$ cat config.mk
export PLATFORM = sky130hd
export DESIGN_NAME = cmos_16_8bit_tx
export DESIGN_NICKNAME = d
export VERILOG_FILES = /design/src/rtl/cmos_dvp_pkg.sv /design/src/rtl/dvp_timing_gen.sv /design/src/rtl/cmos_16_8bit_tx.sv
export SDC_FILE = /design/constraint.sdc
export NUM_CORES = 1
export LEC_CHECK = 0
export BUFFER_PORTS_ARGS = -buffer_cell sky130_fd_sc_hd__buf_2
export CAP_MARGIN = 25
export CORE_MARGIN = 4
export CORE_UTILIZATION = 39
export CTS_CLUSTER_DIAMETER = 80
export DETAILED_ROUTE_END_ITERATION = 8
export GPL_TIMING_DRIVEN = 0
export PLACE_DENSITY = 0.65
export SLEW_MARGIN = 10
export SYNTH_ARGS = -nofsm -noshare
export SYNTH_HDL_FRONTEND = slang
export SYNTH_HIERARCHICAL = 1
export SYNTH_SLANG_ARGS = --single-unit
$ cat constraint.sdc
create_clock -name pclk -period 3.99 [get_ports pclk]
set_input_delay 0 -clock pclk [delete_from_list [all_inputs] [get_ports pclk]]
set_output_delay 0 -clock pclk [all_outputs]
set_load 0.1 [all_outputs]
$ cat src/rtl/cmos_dvp_pkg.sv
// Shared types and constants for the DVP camera-side transmitter.
package cmos_dvp_pkg;

  typedef enum logic [2:0] {
    IDLE,
    VSYNC,
    VBACK,
    ACTIVE,
    VFRONT
  } dvp_state_e;

  localparam int BAR_COUNT = 8;

  localparam logic [15:0] BAR_WHITE   = 16'hFFFF;
  localparam logic [15:0] BAR_YELLOW  = 16'hFFE0;
  localparam logic [15:0] BAR_CYAN    = 16'h07FF;
  localparam logic [15:0] BAR_GREEN   = 16'h07E0;
  localparam logic [15:0] BAR_MAGENTA = 16'hF81F;
  localparam logic [15:0] BAR_RED     = 16'hF800;
  localparam logic [15:0] BAR_BLUE    = 16'h001F;
  localparam logic [15:0] BAR_BLACK   = 16'h0000;

  function automatic logic [15:0] barColor(input logic [2:0] idx);
    case (idx)
      3'd0:    return BAR_WHITE;
      3'd1:    return BAR_YELLOW;
      3'd2:    return BAR_CYAN;
      3'd3:    return BAR_GREEN;
      3'd4:    return BAR_MAGENTA;
      3'd5:    return BAR_RED;
      3'd6:    return BAR_BLUE;
      default: return BAR_BLACK;
    endcase
  endfunction

endpackage

$ cat src/rtl/dvp_timing_gen.sv
// Frame/line timing for the DVP transmitter: state FSM plus byte and line counters.
// States with zero lines are skipped; every line is 2*H_ACTIVE+H_BLANK byte clocks.
module dvp_timing_gen
  import cmos_dvp_pkg::*;
#(
  parameter int H_ACTIVE = 640,
  parameter int H_BLANK  = 144,
  parameter int V_ACTIVE = 480,
  parameter int VS_LINES = 3,
  parameter int V_BACK   = 17,
  parameter int V_FRONT  = 10,
  parameter int CNT_W    = $clog2(2*H_ACTIVE + H_BLANK)
) (
  input  logic             pclk,
  input  logic             rst_n,
  input  logic             en,
  output dvp_state_e       state_o,
  output dvp_state_e       next_state_o,
  output logic [CNT_W-1:0] cnt_o,
  output logic             line_end_o,
  output logic             frame_end_o
);

  localparam int LINE_LEN = 2*H_ACTIVE + H_BLANK;
  localparam int MAX_A    = (VS_LINES > V_BACK) ? VS_LINES : V_BACK;
  localparam int MAX_B    = (V_ACTIVE > V_FRONT) ? V_ACTIVE : V_FRONT;
  localparam int MAX_LINES = (MAX_A > MAX_B) ? MAX_A : MAX_B;
  localparam int LINE_W   = $clog2(MAX_LINES + 1);

  localparam dvp_state_e START_ST = (VS_LINES > 0) ? VSYNC : ((V_BACK > 0) ? VBACK : ACTIVE);
  localparam dvp_state_e END_ST   = (V_FRONT > 0) ? VFRONT : ACTIVE;

  function automatic int linesIn(input dvp_state_e s);
    case (s)
      VSYNC:   return VS_LINES;
      VBACK:   return V_BACK;
      ACTIVE:  return V_ACTIVE;
      VFRONT:  return V_FRONT;
      default: return 1;
    endcase
  endfunction

  dvp_state_e        state_q, state_d;
  logic [CNT_W-1:0]  byteCnt_q, byteCnt_d;
  logic [LINE_W-1:0] lineCnt_q, lineCnt_d;
  logic              lineEnd, lastLine, stateEnd;

  always_comb begin
    lineEnd   = (state_q != IDLE) && (byteCnt_q == CNT_W'(LINE_LEN - 1));
    lastLine  = (lineCnt_q == LINE_W'(linesIn(state_q) - 1));
    stateEnd  = lineEnd && lastLine;
    state_d   = state_q;
    byteCnt_d = byteCnt_q;
    lineCnt_d = lineCnt_q;
    if (state_q == IDLE) begin
      if (en) state_d = START_ST;
    end else begin
      byteCnt_d = lineEnd ? '0 : byteCnt_q + 1'b1;
      if (lineEnd) lineCnt_d = lastLine ? '0 : lineCnt_q + 1'b1;
      // en only matters at the very last cycle of a frame
      if (stateEnd) begin
        if (state_q == END_ST) begin
          state_d = en ? START_ST : IDLE;
        end else begin
          case (state_q)
            VSYNC:   state_d = (V_BACK > 0) ? VBACK : ACTIVE;
            VBACK:   state_d = ACTIVE;
            ACTIVE:  state_d = VFRONT;
            default: state_d = IDLE;
          endcase
        end
      end
    end
  end

  always_ff @(posedge pclk) begin
    if (!rst_n) begin
      state_q   <= IDLE;
      byteCnt_q <= '0;
      lineCnt_q <= '0;
    end else begin
      state_q   <= state_d;
      byteCnt_q <= byteCnt_d;
      lineCnt_q <= lineCnt_d;
    end
  end

  assign state_o      = state_q;
  assign next_state_o = state_d;
  assign cnt_o        = byteCnt_q;
  assign line_end_o   = lineEnd;
  assign frame_end_o  = stateEnd && (state_q == END_ST);

endmodule

$ cat src/rtl/cmos_16_8bit_tx.sv
// DVP transmitter: serializes RGB565 pixels into high/low byte pairs under generated frame timing.
// Optional colour-bar test pattern is built in with CMOS_TX_COLORBAR_EN.
module cmos_16_8bit_tx
  import cmos_dvp_pkg::*;
#(
  parameter int H_ACTIVE = 640,
  parameter int H_BLANK  = 144,
  parameter int V_ACTIVE = 480,
  parameter int VS_LINES = 3,
  parameter int V_BACK   = 17,
  parameter int V_FRONT  = 10
) (
  input  logic        pclk,
  input  logic        rst_n,
  input  logic        en,
  input  logic [15:0] pix_data,
  input  logic        pix_valid,
`ifdef CMOS_TX_COLORBAR_EN
  input  logic        test_mode,
`endif
  output logic        pix_req,
  output logic        vs_o,
  output logic        de_o,
  output logic [7:0]  pdata_o,
  output logic        frame_done,
  output logic        underrun
);

  localparam int CNT_W = $clog2(2*H_ACTIVE + H_BLANK);
  localparam logic [CNT_W-1:0] DE_END  = CNT_W'(2*H_ACTIVE);
  localparam logic [CNT_W-1:0] LAST_LO = CNT_W'(2*H_ACTIVE - 1);

  dvp_state_e       state, nextState;
  logic [CNT_W-1:0] cnt;
  logic             lineEnd, frameEnd;
  logic             loadReq;
  logic [15:0]      pix_q, pix_d;
  logic             underrun_q;

  dvp_timing_gen #(
    .H_ACTIVE (H_ACTIVE),
    .H_BLANK  (H_BLANK),
    .V_ACTIVE (V_ACTIVE),
    .VS_LINES (VS_LINES),
    .V_BACK   (V_BACK),
    .V_FRONT  (V_FRONT),
    .CNT_W    (CNT_W)
  ) u_timing (
    .pclk         (pclk),
    .rst_n        (rst_n),
    .en           (en),
    .state_o      (state),
    .next_state_o (nextState),
    .cnt_o        (cnt),
    .line_end_o   (lineEnd),
    .frame_end_o  (frameEnd)
  );

  // Pixel 0 is fetched on the cycle before an active line; pixel n+1 on pixel n's low byte.
  assign loadReq = ((lineEnd || state == IDLE) && nextState == ACTIVE) ||
                   (state == ACTIVE && cnt[0] && cnt < LAST_LO);

`ifdef CMOS_TX_COLORBAR_EN
  localparam int BAR_W = (H_ACTIVE / BAR_COUNT > 0) ? H_ACTIVE / BAR_COUNT : 1;

  logic             testMode_q, tmEff;
  logic [CNT_W-1:0] pixIdx;
  int               barNum;

  always_comb begin
    tmEff   = (state == IDLE || frameEnd) ? test_mode : testMode_q;
    pixIdx  = (state == ACTIVE && cnt < DE_END) ? (cnt + 1'b1) >> 1 : '0;
    barNum  = int'(pixIdx) / BAR_W;
    if (barNum > BAR_COUNT - 1) barNum = BAR_COUNT - 1;
    pix_req = loadReq && !tmEff;
    pix_d   = tmEff ? barColor(3'(barNum)) : (pix_valid ? pix_data : 16'h0000);
  end

  always_ff @(posedge pclk) begin
    if (!rst_n) testMode_q <= 1'b0;
    else if (state == IDLE || frameEnd) testMode_q <= test_mode;
  end
`else
  always_comb begin
    pix_req = loadReq;
    pix_d   = pix_valid ? pix_data : 16'h0000;
  end
`endif

  // Timing never stalls: a missing pixel is replaced by black and flagged.
  always_ff @(posedge pclk) begin
    if (!rst_n) begin
      pix_q      <= '0;
      underrun_q <= 1'b0;
    end else begin
      if (loadReq) pix_q <= pix_d;
      if (pix_req && !pix_valid) underrun_q <= 1'b1;
    end
  end

  assign vs_o       = (state == VSYNC);
  assign de_o       = (state == ACTIVE) && (cnt < DE_END);
  assign pdata_o    = de_o ? (cnt[0] ? pix_q[7:0] : pix_q[15:8]) : 8'h00;
  assign frame_done = frameEnd;
  assign underrun   = underrun_q;

endmodule
==> flow_summary.ini, run 1 <==
[critical_path]
arrival_ns = 3.66
required_ns = 3.99
reg2regPathDepth = 13
path_max_fanout = 10
critPathKind = register to output port
cp-end-kind = output port
worst_setup_path_start_kind = register

[timing]
relSlewSlack_pct = 59.4
final-hold-violation-count = 0
setup_tns_ns = 0
max_slew.worst_pin.slew_ns = 0.605
fin_crit_sh_pct = 91.8
final_max_slew_viol_count = 0
rsz0062_at_grt = false
max_freq_mhz = 273
worst_hold_slack_ns = 0.0937
final-setup-viol-count = 0
finClkSkew_ns = 0.00943
fin_crit_ns = 3.66

[global_route]
antenna_found_initial = 0
grt_overflow_total = 0
gr-usage-all-layers_pct = 16.1
grt_pass1_vias = 2028
grt_max_degree = 15
grt_first_pass_wirelength_um = 9600

[hold_path]
whs_path_depth = 3
hp-class = input pin to register

[synthesis]
async_reset_ff_share_pct = 0
netlist-cell-type-count = 49
synth_cells = 268
synth_ff_type = dfxtp_1
ys_warn_count = 6
synth_area_mm2 = 0.00232
syn-num-nets = 291
ys_seq_area_share_pct = 34.5
synth.avg_cell_area_um2 = 8.67
synth-edff-count = 0
ys_seq_elements = 40

[layout]
final_common_cell = dfxtp_1
drive_gt1_share_pct = 20.8
nFillCells = 526
area_growth_pct = 24.5
nets = 349
final_cell_mix = dfxtp_1 (38), nand2_1 (35), buf_2 (31)
diodes = 0

[job]
maxCapViolCount = 0

[power]
pwr_density_cell_mw_per_mm2 = 285
ir_worst_vdd_uv = 212
power.leakage_nw = 1.15

[drt]
wl_um = 5470
wl_met1_um = 2570
route.detailed.drc = 0
dr_total_vias = 2085
avgRoutedWirePerCell_um = 13.7
drt_iter0_drc = 170
top_layer = met4
viasPerCell = 5.23
wl_met3_um = 244
ant_nets = 0
wl_met2_um = 2580
firstDrtPassIters = 4

[clock_network]
insertion_delay_ns = 0.30
numClockSinks = 40
root_buffer = clkbuf_8
htreeDepth = 2
numCtsBuffers = 5
cts_tree = built
cts_buffer_depth = 2
clkTransAtPathRegs_ns = 0.09

[floorplan]
coreArea_mm2 = 0.00564
top_level_ports = 33
die_area_mm2 = 0.00725
initial_core_util_pct = 41.2
rows = 27
fp.dieH_um = 85.2
fp.dieW_um = 85.2

[placed_design]
io_buffers = 31
gp_congestion = 0.822
dp_hpwl_um = 3780

[run_status]
outcome = finished clean
[where the power goes]
part           internal (mW)  total [mW]  switching, mW
clock network          0.188       0.340          0.152
registers              0.401       0.406        0.00473
logic                 0.0342      0.0770         0.0428
total                  0.624       0.823          0.199
[worst max-delay path: stages (launching register included)]
cell       delay, ns
dfxtp_2         0.41
buf_4           0.19
and3b_1         0.25
ha_1            0.27
and3b_4         0.23
a2111oi_4       0.33
o21ai_2         0.18
or4_4           0.57
nand4_1         0.11
nand3b_1        0.09
o32ai_1         0.15
buf_4           0.21
buf_12          0.15
buf_6           0.23
[stage by stage]
stage | cell area (µm²) | utilization (%) | setup WS, ns | std cells | total power, mW
final | 2890 | 51.2 | 0.326 | 399 | 0.823
after global routing | 2890 | 51.2 | 0.0368 | 399 | 0.859
after CTS | 2850 | 50.6 | 0.0354 | 395 | 0.833
after detailed placement | 2570 | 45.6 | 0.245 | 371 | 0.480
after global placement | 2570 | 45.6 | 0.233 | 371 | 0.479
after floorplan | 2330 | - | 0.462 | 268 | 0.459
[final timing paths]
kind	start	endpoint	slack, ns
setup / recovery	u_timing/state_o[1]	pix_req	0.33
hold / removal	pix_valid	pix_q[3]	0.09
setup reg to reg	u_timing/state_o[1]	pix_q[15]	0.59
hold reg to reg	pix_q[5]	pix_q[5]	0.46
[routing by layer]
metal	up-vias	track usage (%)
met5	-	0
met4	0	5.32
met3	6	2.91
met2	46	25.5
met1	966	22.2
li1	1067	-
[cells by family (layout without fill, tap and decap cells)]
logic type	Yosys count	count (layout)	synth area share, %
simple gates	134	134	30.7
flops	40	40	34.5
compound gates	28	28	10.5
mux	25	25	10.8
xor+xnor	19	19	7.17
buf+inv	19	78	4.79
fa+ha+maj	3	3	1.62
[timing repair]
item | in CTS | in global routing
buffers inserted | 0 | 4
gates resized for setup | 1 | 5
endpoints found under the hold margin | 16 | 0
pin swaps | 0 | 0
hold buffers | 16 | 0
setup endpoints to repair | 1 | 1
[final cells by class]
type                       count  area [µm²]  area share, %
sequential                    40         803           27.8
clock inverter                 3        47.5           1.65
multi-input combinational    209        1420           49.0
timing repair buffer          51         352           12.2
buffer                        13        90.1           3.12
clock buffer                   5        68.8           2.38
tap                           72        90.1           3.12
inverter                       6        22.5          0.779
[registers in the layout (all words and copies together) (netlist names)]
register / count
u_timing/lineCnt_q: 9
u_timing/cnt_o: 11
underrun: 1
u_timing/state_o: 3
pix_q: 16
[cell usage after synthesis (2+ instances only)]
master     n  area [µm²]
dfxtp_1   40         801
nand2_1   35         131
nor2_1    30         113
mux2i_1   25         250
nand3_1   19        95.1
xnor2_1   12         105
nand4_1   10        62.6
a21oi_1    7        35.0
clkbuf_1   7        26.3
xor2_1     7        61.3
nor4_1     6        37.5
and2_1     5        31.3
nor3_1     5        25.0
inv_1      4        15.0
nor2b_1    4        25.0
o31ai_1    4        30.0
and3_1     3        18.8
ha_1       3        37.5
or3_1      3        18.8
buf_4      2        15.0
buf_6      2        22.5
inv_2      2        7.51
nand2b_1   2        12.5
nand3b_1   2        15.0
nor3b_1    2        15.0
o211a_1    2        20.0
o21ai_0    2        10.0
o21ai_2    2        17.5
No activity file was read; power rests on OpenSTA's default activity.
==> run 2: changes to the inputs <==
- SYNTH_HIERARCHICAL: 1 -> not set
- clock period: 3.99 -> 4.6 ns (I/O delays scaled with it)
==> run 2 against run 1 <==
Effect of this change: synthesized area down 2.1%; sequential cell count unchanged; final cell count rose by 0.25%; first-iteration DRC count down 16%; critical path depth grew 3; count of clock-buffer cells in the layout is 3 higher; worst setup slack worse by 0.0071 ns; utilization decreased by 1.3 points; clock power shrank 27%; power down 17%; sequential power fell by 14%; critical path type unchanged.
==> flow_summary.ini, run 2 <==
[run_status]
outcome = finished clean

[placed_design]
dp_hpwl_um = 3700
io_buffers = 30
gp_congestion = 0.783
numPlacedInstances = 375

[layout]
largest_register = pix_q
final-instance-count-excl-fill = 400
area_growth_pct = 22.4
multi_input_area_mm2 = 0.00139
final_cell_mix = dfxtp_1 (40), buf_2 (33), nand2_1 (33)
diodes = 0
nFillCells = 552
drive_gt1_share_pct = 14.9
regArea_um2 = 801
largest_reg_flops = 16
nets = 351
final_common_cell = dfxtp_1

[clock_network]
insertion_delay_ns = 0.29
numClockSinks = 40
clkTransAtPathRegs_ns = 0.08
numCtsBuffers = 5
cts_tree = built
cts_buffer_depth = 2
htreeDepth = 2
root_buffer = clkbuf_8
cts_resized = 0

[job]
maxCapViolCount = 0

[timing]
final_max_slew_viol_count = 0
finClkSkew_ns = 0.00306
final-setup-viol-count = 0
relSlewSlack_pct = 52.8
final-hold-violation-count = 0
max_freq_mhz = 234
rsz0062_at_grt = false
worst_hold_slack_ns = 0.0760
setup_tns_ns = 0
max_slew.worst_pin.slew_ns = 0.709
fin_crit_sh_pct = 93.1
fin_crit_ns = 4.28

[synthesis]
synth_cells = 273
syn-num-nets = 297
ys_warn_count = 0
yosys-top-cells-area = dfxtp_1 (35%), mux2i_1 (11%), nand3_1 (5.5%)
ys_seq_area_share_pct = 35.2
synth-edff-count = 0
synth_common_cells = dfxtp_1 (40), nand2_1 (33), nor2_1 (33), mux2i_1 (25), nand3_1 (25)
synth.avg_cell_area_um2 = 8.33
async_reset_ff_share_pct = 0
synth_area_mm2 = 0.00227
yosysMostFrequentCell = dfxtp_1
synth.largest_area_cell = dfxtp_1
synth_top_area_share_pct = 35.2
netlist-cell-type-count = 47
ys_seq_elements = 40
synth_ff_type = dfxtp_1

[power]
pwr-share-clk_pct = 36.0
power.leakage_nw = 1.14
power_frac_comb_pct = 12.7
swShare_pct = 25.7
pwr_density_cell_mw_per_mm2 = 246
seqPwrFrac_pct = 51.3
p_sw_mw = 0.176
internal_power_mw = 0.509
ir_worst_vdd_uv = 159

[hold_path]
hp-class = input pin to register

[critical_path]
critPathKind = register to output port
cp-end-kind = output port
required_ns = 4.60
worst_setup_path_start_kind = register
arrival_ns = 4.28
path_max_fanout = 10

[floorplan]
fp.dieW_um = 84.4
die_area_mm2 = 0.00711
coreArea_mm2 = 0.00557
fp.dieH_um = 84.4
rows = 27
top_level_ports = 33
initial_core_util_pct = 40.8

[global_route]
antenna_found_initial = 0
grt_first_pass_wirelength_um = 9330
gr-usage-all-layers_pct = 15.6
grt_pass1_vias = 2027
grt_overflow_total = 0
grt_max_degree = 12

[drt]
drt_iter0_drc = 142
firstDrtPassIters = 4
avgRoutedWirePerCell_um = 13.4
dr_total_vias = 2116
ant_nets = 0
route.detailed.drc = 0
wl_um = 5370
viasPerCell = 5.29
run 2: power groups by stage:
stage	Combinational (mW)	Clock [mW]	Sequential, mW
3_5_place_dp	0.0761	0	0.360
2_1_floorplan	0.0556	0	0.359
5_1_grt	0.0950	0.265	0.352
4_1_cts	0.0866	0.253	0.352
6_report	0.0870	0.247	0.351
3_3_place_gp	0.0762	0	0.360
run 2: repair_timing:
item | 4_1_cts | 5_1_grt
buffers inserted | 0 | 0
hold endpoints to repair | 16 | 0
hold buffers | 16 | 0
run 2: kinds of logic after synthesis:
group | Yosys count | synth area share, %
AO/OA/AOI/OAI | 21 | 6.66
XOR/XNOR | 22 | 8.48
adder cells (fa/ha/maj) | 4 | 2.20
buffers and inverters | 22 | 4.46
flip-flops | 40 | 35.2
multiplexers | 25 | 11.0
AND/OR/NAND/NOR | 139 | 32.0
run 2: cell type report:
| class | count | share of cell area (%) |
|---|---|---|
| multi-input combinational | 211 | 49.8 |
| sequential | 40 | 28.8 |
| timing repair buffer | 47 | 11.3 |
| clock buffer | 8 | 3.24 |
| tap | 72 | 3.24 |
| buffer | 18 | 3.10 |
| inverter | 4 | 0.540 |
run 2: worst paths after layout:
path | slack [ns] | endpoint | depth (start not counted) | start
worst max register to register | 0.67 | pix_q[0] | 15 | u_timing.state_o[0]
worst min-delay path | 0.08 | underrun | 3 | rst_n
worst max-delay path | 0.32 | pix_req | 16 | u_timing.state_o[0]
worst min register to register | 0.44 | underrun | 2 | underrun
run 2: metal layers:
layer	vias up	global-route usage, %	share of wire [%]
met4	0	4.46	1.2
met3	5	2.94	3.5
met2	46	26.4	47
met5	-	0	0
met1	993	20.3	48
li1	1072	-	-
run 2: worst max-delay path: stages, from the launching register on:
cell and delay, ns:
dfxtp_1 0.31, buf_2 0.18, clkbuf_1 0.35, nor2_1 0.17, nand2_1 0.16, nand2_1 0.07
ha_1 0.26, ha_1 0.33, xnor2_1 0.12, a311o_1 0.32, or4_1 0.39, and4bb_1 0.36
mux2i_1 0.27, buf_6 0.20, buf_6 0.19, inv_2 0.04, buf_2 0.28
run 2: stage by stage:
step                      power [mW]  setup WS, ns  instance area (µm²)  util, %
after global placement         0.436         0.655                 2530     45.3
after CTS                      0.691         0.323                 2780     49.8
after floorplan                0.415         0.177                 2290        -
after global routing           0.712        0.0369                 2780     49.9
after detailed placement       0.436         0.676                 2530     45.3
final                          0.685         0.319                 2780     49.9
==> run 3: changes to the inputs <==
- CTS_BUF_LIST: not set -> sky130_fd_sc_hd__clkbuf_8
==> run 3 against run 2 <==
Effect of this change: count of clock-buffer cells in the layout is 2 lower; sequential power hardly changed; combinational power is essentially flat; largest cell class unchanged; via count rose by 0.14%; non-clock buffer count stayed put; die area stayed put; wire length about the same; critical endpoint unchanged.
==> flow_summary.ini, run 3 (synthesis gave the netlist of run 2 again) <==
[run_status]
outcome = finished clean

[clock_network]
cts_hold_buf = 16
numClockSinks = 40
numCtsBuffers = 5
cts_tree = built
htreeDepth = 2
cts_buffer_depth = 2
cts_resized = 0
insertion_delay_ns = 0.29
root_buffer = clkbuf_8
cts_setup_buffers = 0
clkTransAtPathRegs_ns = 0.08

[drt]
dr_total_vias = 2119
firstDrtPassIters = 4
wl_met1_um = 2560
route.detailed.drc = 0
wl_met3_um = 190
ant_nets = 0
viasPerCell = 5.30
drt_iter0_drc = 142
wl_met2_um = 2550
wl_um = 5360
avgRoutedWirePerCell_um = 13.4
top_layer = met4

[timing]
fin_crit_ns = 4.28
final-hold-violation-count = 0
max_slew.worst_pin.slew_ns = 0.709
final-setup-viol-count = 0
rsz0062_at_grt = false
relSlewSlack_pct = 52.8
final_max_slew_viol_count = 0
setup_tns_ns = 0
max_freq_mhz = 234
finClkSkew_ns = 0.00343
fin_crit_sh_pct = 93.1

[floorplan]
initial_core_util_pct = 40.8
fp.dieW_um = 84.4
rows = 27
coreArea_mm2 = 0.00557
top_level_ports = 33
die_area_mm2 = 0.00711
fp.dieH_um = 84.4

[critical_path]
critPathKind = register to output port
r2r-start = u_timing.state_o[0]
arrival_ns = 4.28
reg2regPathDepth = 15
reg2reg_slack_ns = 0.67
crit_slowest_cell = or4_1
crit_chain = buf_2 > clkbuf_1 > nor2_1 > nand2_1 > nand2_1 > ha_1 > ha_1 > xnor2_1 > a311o_1 > or4_1 > and4bb_1 > mux2i_1 > buf_6 > buf_6 > inv_2 > buf_2
r2r-end = pix_q[0]
cp-end-kind = output port
path_max_fanout = 10
cpPeakStageDelay_ns = 0.39
worst_setup_path_start_kind = register
required_ns = 4.60

[hold_path]
hp-class = input pin to register
whs_path_depth = 3
worstHoldEndpoint = underrun
hold_path.startpoint = rst_n

[job]
maxCapViolCount = 0

[power]
power.leakage_nw = 1.15
ir_worst_vdd_uv = 154
pwr_density_cell_mw_per_mm2 = 245

[global_route]
grt_overflow_total = 0
grt_first_pass_wirelength_um = 9330
grt_pass1_vias = 2027
gr-usage-all-layers_pct = 15.6
antenna_found_initial = 0
grt_max_degree = 12

[layout]
nFillCells = 552
multi_input_area_mm2 = 0.00139
drive_gt1_share_pct = 14.9
diodes = 0
area_growth_pct = 22.4
final_util_pct = 49.9
final_cell_mix = dfxtp_1 (40), buf_2 (33), nand2_1 (33)
nets = 351
regArea_um2 = 801
largest_reg_flops = 16
largest_register = pix_q
final_common_cell = dfxtp_1

[placed_design]
io_buffers = 30
gp_congestion = 0.783
dp_hpwl_um = 3700
run 3: cell types whose count changed in the layout (fill, tap and decap cells not counted), sizes merged:
| cell | delta |
|---|---|
| clkbuf | -2 |
| inv | +2 |
run 3: layer usage:
metal  global-route usage, %  vias up
met1                    20.3      996
met2                    26.4       46
met4                    4.46        0
met5                       0        -
met3                    2.94        5
li1                        -     1072
run 3: worst max-delay path, delay by kind of cell (launching register included):
kind,cells,cell delay (ns)
and+or+nand+nor,5,1.15
xor gates and xnor gates,1,0.12
DFF,1,0.31
muxes,1,0.27
buffers and inverters,6,1.24
AOI/OAI and AO/OA,1,0.32
adders and majority gates,2,0.59
run 3: through the flow:
step	cells	hold WS, ns	power [mW]	instance area, µm²	setup WS [ns]
floorplan	273	0.166	0.415	2290	0.177
global placement	375	0.274	0.436	2530	0.655
detailed placement	375	0.280	0.436	2530	0.676
CTS	399	0.0821	0.687	2780	0.323
global route	400	0.135	0.708	2780	0.0367
finish	400	0.0763	0.681	2780	0.319
run 3: how the worst max path moves through the flow:
stage | start | to | slack, ns | cells past startpoint
2_1_floorplan | u_timing.state_o[0] | frame_done | 0.18 | 13
6_report | u_timing.state_o[0] | pix_req | 0.32 | 16
3_3_place_gp | u_timing.state_o[0] | pix_req | 0.65 | 16
5_1_grt | u_timing.state_o[0] | pix_req | 0.04 | 16
3_5_place_dp | u_timing.state_o[0] | pix_req | 0.68 | 16
4_1_cts | u_timing.state_o[0] | pix_req | 0.32 | 16
run 3: cell type report:
class | instances | area share [%]
multi-input combinational | 211 | 49.8
sequential | 40 | 28.8
timing repair buffer | 47 | 11.3
tap | 72 | 3.24
buffer | 18 | 3.10
clock buffer | 6 | 2.97
inverter | 4 | 0.540
clock inverter | 2 | 0.270
run 3: report_power, final:
part	switching (mW)	internal [mW]
logic	0.0494	0.0376
registers	0.00245	0.349
clock network	0.124	0.118
total	0.176	0.505
